File: src/rtl/line_engine_pkg.sv
// Shared types and constants for the Bresenham line engine.
package line_engine_pkg;

    localparam logic [11:0] FB_BASE_DEFAULT = 12'h010;
    localparam int unsigned SCREEN_W        = 800;
    localparam int unsigned SCREEN_H        = 600;

    localparam logic [15:0] MASK_NONE = 16'hFFFF;
    localparam logic [15:0] LANE0_EN  = 16'hF000;

    typedef enum logic [1:0] {
        S_IDLE,
        S_SETUP,
        S_BEAT0,
        S_BEAT1
    } state_e;

    typedef enum logic {
        BEAT_LO = 1'b0,
        BEAT_HI = 1'b1
    } beat_e;

    function automatic logic [9:0] abs_diff(input logic [9:0] a, input logic [9:0] b);
        return (a > b) ? (a - b) : (b - a);
    endfunction

    function automatic logic on_screen(input logic [9:0] x, input logic [9:0] y);
        return (x < 10'(SCREEN_W)) && (y < 10'(SCREEN_H));
    endfunction

endpackage

File: src/rtl/line_engine_addr.sv
// Pixel to DDR burst mapping: address, byte-enable mask and replicated colour.
module line_engine_addr
    import line_engine_pkg::*;
#(
    parameter logic [11:0] FB_BASE = FB_BASE_DEFAULT
) (
    input  logic [9:0]   x,
    input  logic [9:0]   y,
    input  logic [31:0]  color,
    input  beat_e        beat,
    output logic [30:0]  addr,
    output logic [15:0]  mask,
    output logic [127:0] data
);

    assign addr = {FB_BASE, y, x[9:3], 2'b00};
    assign data = {4{color}};

    // x[2] picks the half of the 8-pixel burst; x[1:0] picks the lane inside it.
    always_comb begin
        mask = MASK_NONE;
        if (beat_e'(x[2]) == beat) begin
            mask = ~(LANE0_EN >> {x[1:0], 2'b00});
        end
    end

endmodule

File: src/rtl/line_engine.sv
// Bresenham line rasteriser issuing one two-beat masked DDR write per pixel.
// Define LE_CLIP_EN to skip pixels outside the 800x600 screen.
module line_engine
    import line_engine_pkg::*;
#(
    parameter logic [11:0] FB_BASE = FB_BASE_DEFAULT
) (
    input  logic         clk,
    input  logic         rst,
    output logic         LE_ready,
    input  logic [31:0]  LE_color,
    input  logic [9:0]   LE_point,
    input  logic         LE_color_valid,
    input  logic         LE_x0_valid,
    input  logic         LE_y0_valid,
    input  logic         LE_x1_valid,
    input  logic         LE_y1_valid,
    input  logic         LE_trigger,
    input  logic         af_full,
    input  logic         wdf_full,
    output logic [30:0]  af_addr_din,
    output logic         af_wr_en,
    output logic [127:0] wdf_din,
    output logic [15:0]  wdf_mask_din,
    output logic         wdf_wr_en
);

    state_e             state_q, state_d;
    logic [31:0]        color_q, color_d;
    logic [9:0]         x0_q, x0_d, y0_q, y0_d, x1_q, x1_d, y1_q, y1_d;
    logic [9:0]         cx_q, cx_d, cy_q, cy_d, xend_q, xend_d;
    logic [9:0]         dx_q, dx_d, dy_q, dy_d;
    logic signed [11:0] err_q, err_d;
    logic               steep_q, steep_d, ystep_pos_q, ystep_pos_d;

    logic               steep_s;
    logic [9:0]         ax0, ay0, ax1, ay1, sx0, sy0, sx1, sy1, dx_s;
    logic signed [11:0] err_sub, step_err;
    logic [9:0]         step_y, px, py;
    logic               y_moves, clipped, advance;
    logic [15:0]        pix_mask;

    // Fold the line into the shallow, left-to-right octant used by the stepper.
    always_comb begin
        steep_s = abs_diff(y1_q, y0_q) > abs_diff(x1_q, x0_q);
        ax0 = steep_s ? y0_q : x0_q;
        ay0 = steep_s ? x0_q : y0_q;
        ax1 = steep_s ? y1_q : x1_q;
        ay1 = steep_s ? x1_q : y1_q;
        if (ax0 > ax1) begin
            sx0 = ax1; sy0 = ay1; sx1 = ax0; sy1 = ay0;
        end else begin
            sx0 = ax0; sy0 = ay0; sx1 = ax1; sy1 = ay1;
        end
        dx_s = sx1 - sx0;
    end

    assign err_sub  = err_q - $signed({2'b00, dy_q});
    assign y_moves  = err_sub[11];
    assign step_err = y_moves ? (err_sub + $signed({2'b00, dx_q})) : err_sub;
    assign step_y   = !y_moves ? cy_q : (ystep_pos_q ? cy_q + 10'd1 : cy_q - 10'd1);

    assign px = steep_q ? cy_q : cx_q;
    assign py = steep_q ? cx_q : cy_q;

`ifdef LE_CLIP_EN
    assign clipped = !on_screen(px, py);
`else
    assign clipped = 1'b0;
`endif

    // NOTE: every signal written here gets a default first so no latch is inferred.
    always_comb begin
        state_d     = state_q;
        color_d     = color_q;
        x0_d        = x0_q;
        y0_d        = y0_q;
        x1_d        = x1_q;
        y1_d        = y1_q;
        cx_d        = cx_q;
        cy_d        = cy_q;
        xend_d      = xend_q;
        dx_d        = dx_q;
        dy_d        = dy_q;
        err_d       = err_q;
        steep_d     = steep_q;
        ystep_pos_d = ystep_pos_q;
        af_wr_en    = 1'b0;
        wdf_wr_en   = 1'b0;
        advance     = 1'b0;

        case (state_q)
            S_IDLE: begin
                if (LE_color_valid) color_d = LE_color;
                if (LE_x0_valid)    x0_d    = LE_point;
                if (LE_y0_valid)    y0_d    = LE_point;
                if (LE_x1_valid)    x1_d    = LE_point;
                if (LE_y1_valid)    y1_d    = LE_point;
                if (LE_trigger)     state_d = S_SETUP;
            end
            S_SETUP: begin
                cx_d        = sx0;
                cy_d        = sy0;
                xend_d      = sx1;
                dx_d        = dx_s;
                dy_d        = abs_diff(sy1, sy0);
                err_d       = $signed({3'b000, dx_s[9:1]});
                steep_d     = steep_s;
                ystep_pos_d = sy1 > sy0;
                state_d     = S_BEAT0;
            end
            S_BEAT0: begin
                if (clipped) begin
                    advance = 1'b1;
                end else if (!af_full && !wdf_full) begin
                    af_wr_en  = 1'b1;
                    wdf_wr_en = 1'b1;
                    state_d   = S_BEAT1;
                end
            end
            S_BEAT1: begin
                if (!wdf_full) begin
                    wdf_wr_en = 1'b1;
                    advance   = 1'b1;
                end
            end
            default: state_d = S_IDLE;
        endcase

        if (advance) begin
            if (cx_q == xend_q) begin
                state_d = S_IDLE;
            end else begin
                cx_d    = cx_q + 10'd1;
                cy_d    = step_y;
                err_d   = step_err;
                state_d = S_BEAT0;
            end
        end
    end

    // NOTE: flops use non-blocking assignments so every register samples pre-edge values.
    always_ff @(posedge clk or negedge rst) begin
        if (!rst) begin
            state_q     <= S_IDLE;
            color_q     <= '0;
            x0_q        <= '0;
            y0_q        <= '0;
            x1_q        <= '0;
            y1_q        <= '0;
            cx_q        <= '0;
            cy_q        <= '0;
            xend_q      <= '0;
            dx_q        <= '0;
            dy_q        <= '0;
            err_q       <= '0;
            steep_q     <= 1'b0;
            ystep_pos_q <= 1'b0;
        end else begin
            state_q     <= state_d;
            color_q     <= color_d;
            x0_q        <= x0_d;
            y0_q        <= y0_d;
            x1_q        <= x1_d;
            y1_q        <= y1_d;
            cx_q        <= cx_d;
            cy_q        <= cy_d;
            xend_q      <= xend_d;
            dx_q        <= dx_d;
            dy_q        <= dy_d;
            err_q       <= err_d;
            steep_q     <= steep_d;
            ystep_pos_q <= ystep_pos_d;
        end
    end

    line_engine_addr #(.FB_BASE(FB_BASE)) u_addr (
        .x     (px),
        .y     (py),
        .color (color_q),
        .beat  ((state_q == S_BEAT1) ? BEAT_HI : BEAT_LO),
        .addr  (af_addr_din),
        .mask  (pix_mask),
        .data  (wdf_din)
    );

    assign wdf_mask_din = ((state_q == S_BEAT0) || (state_q == S_BEAT1)) ? pix_mask : MASK_NONE;
    assign LE_ready     = (state_q == S_IDLE);

endmodule

File: config.mk
export PLATFORM = sky130hd
export DESIGN_NAME = line_engine
export DESIGN_NICKNAME = d
export VERILOG_FILES = /design/src/rtl/line_engine_pkg.sv /design/src/rtl/line_engine_addr.sv /design/src/rtl/line_engine.sv
export SDC_FILE = /design/constraint.sdc
export NUM_CORES = 1
export LEC_CHECK = 0
export ABC_AREA = 1
export CAP_MARGIN = 20
export CORE_MARGIN = 2
export CORE_UTILIZATION = 35
export DETAILED_ROUTE_END_ITERATION = 16
export GPL_TIMING_DRIVEN = 0
export PLACE_DENSITY = 0.65
export SYNTH_ARGS = -nofsm -noshare
export SYNTH_HDL_FRONTEND = slang
export SYNTH_HIERARCHICAL = 1
export SYNTH_SLANG_ARGS = --single-unit
File: constraint.sdc
create_clock -name clk -period 13.21 [get_ports clk]
set_input_delay 1.9815 -clock clk [delete_from_list [all_inputs] [get_ports clk]]
set_output_delay 1.9815 -clock clk [all_outputs]
set_load 0.005 [all_outputs]
==> results by stage <==
Clocking:
- The number of gates resized after CTS was 0.
- The maximum clock path buffer count is 2.
- The count of hold buffers inserted by post-cts repair is 0.
- The cell at the root of the clock tree is sky130_fd_sc_hd__clkbuf_16.
- The number of H-tree branching levels is 4.
- The number of clock buffers added by TritonCTS is 17.
- At the later pin of the worst-skew pair, clock insertion delay measures 0.44 ns.
- The clock tree from TritonCTS is done.
- The total setup buffers inserted after CTS is 0.
- The clock slew seen by the registers of the worst setup and hold paths is 0.07 ns.
- The total number of clock tree sinks is 138.

Final layout:
- The net count reported at finish is 2150.
- Registers take 3450 um^2.
- The area growth from synthesis to layout is 26.7%.
- The number of inserted filler cells in the final layout is 3563.
- The library cells used most frequently in the layout, excluding fill and tap cells, are sky130_fd_sc_hd__nand2_1, sky130_fd_sc_hd__inv_1, sky130_fd_sc_hd__clkdlybuf4s50_1.
- The library cell used most frequently in the layout, excluding fill and tap cells, is sky130_fd_sc_hd__nand2_1.
- The final core utilization is 45.2%.
- After the flow finishes, the layout carries non-filler instances totaling 2453.
- In the final layout, the multi-input gates occupy 6860 um^2.
- The post-route netlist has 14.3% of its cells at a drive strength greater than 1.
- The number of antenna repair diodes is 0.

Timing:
- The share of the clock period used by the worst path is 81.2%.
- Setup repair after global routing left no endpoint under its margin.
- Across the routed clock network, the largest skew measured is 0.0160 ns.
- The number of pins exceeding their max-slew limit in the final report is 0.
- The smallest clock period supported by the final layout is computed as 10.72 ns.
- The upper clock frequency limit is 93.3 MHz.
- Headroom to the max-slew limit came out at 56.4%.
- The final-layout setup total negative slack is 0 ns.
- The total setup violations reported at the end of the flow is 0.
- The transition time of the tightest slew-check pin is 0.647 ns.
- The number of hold violations in the final report is 0.

Route:
- The first-pass detailed-route iteration total is 6.
- After detailed routing, the average wire length per cell comes to 16.0 um.
- The DRC violation total after the first TritonRoute iteration is 860.
- Wires add up to 39200 um.
- In this run the remaining antenna-violating nets after routing total 0.
- After detailed routing, the number of remaining DRC violations is 0.
- The via density per instance is 4.92.
- Across all layers, the routed design uses 12100 vias.

Logic synthesis:
- The top flip-flop cell by instance count after synthesis is sky130_fd_sc_hd__dfrtp_1.
- Summed over its instances, the top area cell type makes up 27.2% of the synthesized netlist area.
- The Yosys step of the flow raised 6 warnings.
- In this run the mean area of a mapped cell was 7.34 um^2.
- Synthesis produced a netlist whose cell count is 1732.
- Summing every instance area after synthesis gives 12700 um^2.
- In this run, synthesis produced a sequential element count of 138.
- The share of the Yosys chip area taken by registers is 27.2%.
- After synthesis, the cell types taking the most area are sky130_fd_sc_hd__dfrtp_1, sky130_fd_sc_hd__ha_1, sky130_fd_sc_hd__nand2_1.
- The share of flip-flops with an asynchronous set or reset is 100%.
- The dominant cell type by area after synthesis is sky130_fd_sc_hd__dfrtp_1.
- The count of flip-flops with a built-in enable after synthesis is 0.
- The distinct cell type count of the synthesized netlist is 51.

Floorplanning:
- The die covers 37900 um^2.
- During I/O placement, the number of pins put on the boundary was 230.
- For this configuration, the core starts out at a cell density of 35.7%.
- The initialized floorplan defines 69 standard-cell rows.
- The core region is 35700 um^2.
- From left edge to right edge, the die measures 195 um.
- The floorplan step set the die height to 195 um.

Global routing:
- The number of antenna violations at the first check in global routing is 0.
- The via count of the first global-routing pass is 11600.
- Entering global routing, the biggest net connects 91 pins.
- Across every metal layer, demand over resource in global routing totals 20.7%.
- The global-route congestion overflow total is 0.
- The first global-routing pass estimated 62500 um of wire.

Job:
- The tool flagged a number of max-cap violations equal to 0.

Worst setup path:
- At the worst endpoint, the required time is 13.57 ns.
- The number of cells on the worst reg-to-reg path is 55.
- The cell type of the slowest stage on the worst timing path is sky130_fd_sc_hd__a221oi_1.
- Among cell families on the critical path, the largest total delay comes from buffers and inverters.
- The largest single stage delay on the critical path is 0.48 ns.
- The endpoint arrival time on the critical path is 11.08 ns.
- STA classifies the critical path startpoint as a flip-flop.
- STA classifies the critical path endpoint as a flip-flop.
- The buffers plus inverters on the worst setup path is 16.
- In this run the number of cells on the critical path is 55.
- In this run the worst path has a maximum fanout of 10.
- By startpoint and endpoint, the worst setup path is classified as flip-flop to flip-flop.

Placement:
- Including well taps, the total number of placed cells is 2421.
- The placed wire-length estimate after detailed placement is 31700 um.
- At the end of routability-driven placement, the weighted congestion stood at 0.954.
- The number of input and output port buffers inserted is 215.

Run status:
- The flow ran to the end, and the final reports show no timing, DRC or antenna violations.

Hold path:
- Along the worst hold path, the cell count comes to 2.
- The worst min-delay path class is flip-flop to flip-flop.
final timing paths:
path	startpoint	endpoint	slack, ns
setup / recovery	y1_q[0]$_DFFE_PN0P_	dy_q[9]$_DFFE_PN0P_	2.49
hold / removal	dx_q[3]$_DFFE_PN0P_	dx_q[3]$_DFFE_PN0P_	0.49
setup reg to reg	y1_q[0]$_DFFE_PN0P_	dy_q[9]$_DFFE_PN0P_	2.49
hold reg to reg	dx_q[3]$_DFFE_PN0P_	dx_q[3]$_DFFE_PN0P_	0.49
max in group asynchronous	rst	x0_q[9]$_DFFE_PN0P_	10.89
min in group asynchronous	rst	color_q[26]$_DFFE_PN0P_	1.47
worst register-to-register path, delay by kind of cell, from the launching register on:
kind                     cells  cell delay (ns)
flip-flops                   1             0.45
XOR/XNOR                     2             0.48
buffers and inverters       16             2.96
AO/OA/AOI/OAI               12             2.85
adder cells (fa/ha/maj)      5             1.50
AND/OR/NAND/NOR             20             2.39
cells by family after synthesis:
kind of cell,Yosys count,share of synthesized area [%]
AO/OA/AOI/OAI,381,16.7
XOR/XNOR,47,3.24
adder cells (fa/ha/maj),119,12.2
buffers and inverters,472,19.2
flip-flops,138,27.2
multiplexers,39,3.38
other,2,0.0591
AND/OR/NAND/NOR,534,18.0
through the flow:
stage                     hold slack, ns  instance area [um^2]  setup slack [ns]
after floorplan                    0.453                 12800              4.84
after global placement             0.473                 15500              2.76
after detailed placement           0.477                 15500              2.67
after CTS                          0.495                 16100              2.61
after global routing               0.519                 16100              1.47
final                              0.489                 16100              2.49
flip-flops by register name, summed over array words and instances (netlist names), 2 cells and up:
| name | cells |
|---|---|
| cy_q | 10 |
| color_q | 32 |
| cx_q | 10 |
| state_q | 2 |
| xend_q | 10 |
| y1_q | 10 |
| y0_q | 10 |
| dy_q | 10 |
| x1_q | 10 |
| x0_q | 10 |
| err_q | 12 |
| dx_q | 10 |
cell type report:
type / instances / area share (%)
Clock buffer: 18 / 2.73
Inverter: 248 / 5.79
Sequential cell: 138 / 21.4
Clock inverter: 14 / 0.963
Buffer: 224 / 9.38
Multi-Input combinational cell: 1134 / 42.6
Tap cell: 461 / 3.58
Timing Repair Buffer: 216 / 13.5
synth_stat cells, drive strengths merged, types with 4 or more instances:
library cell and number:
o221ai 21, nand2 372, a211oi 6, xor2 30
mux2 32, a31oi 8, o22ai 14, a221oi 6
nand3 60, a21o 4, o21bai 4, xnor2 17
mux2i 7, ha 110, o21ai 215, or2 5
buf 184, fa 9, a21oi 95, dfrtp 138
inv 248, nor3 7, nor2 78, clkbuf 40
metal layers:
metal  global-route usage, %  part of all wire, %  vias to the layer above
met1                    26.0                   43                     5611
met3                    3.40                  6.3                       72
met5                       0                    0                        -
met4                    7.18                  2.9                        0
li1                        -                    -                     5940
met2                    36.0                   47                      455
Power is not shown: default switching activity piles up to over one toggle a cycle in this logic, so the estimate is an artifact.
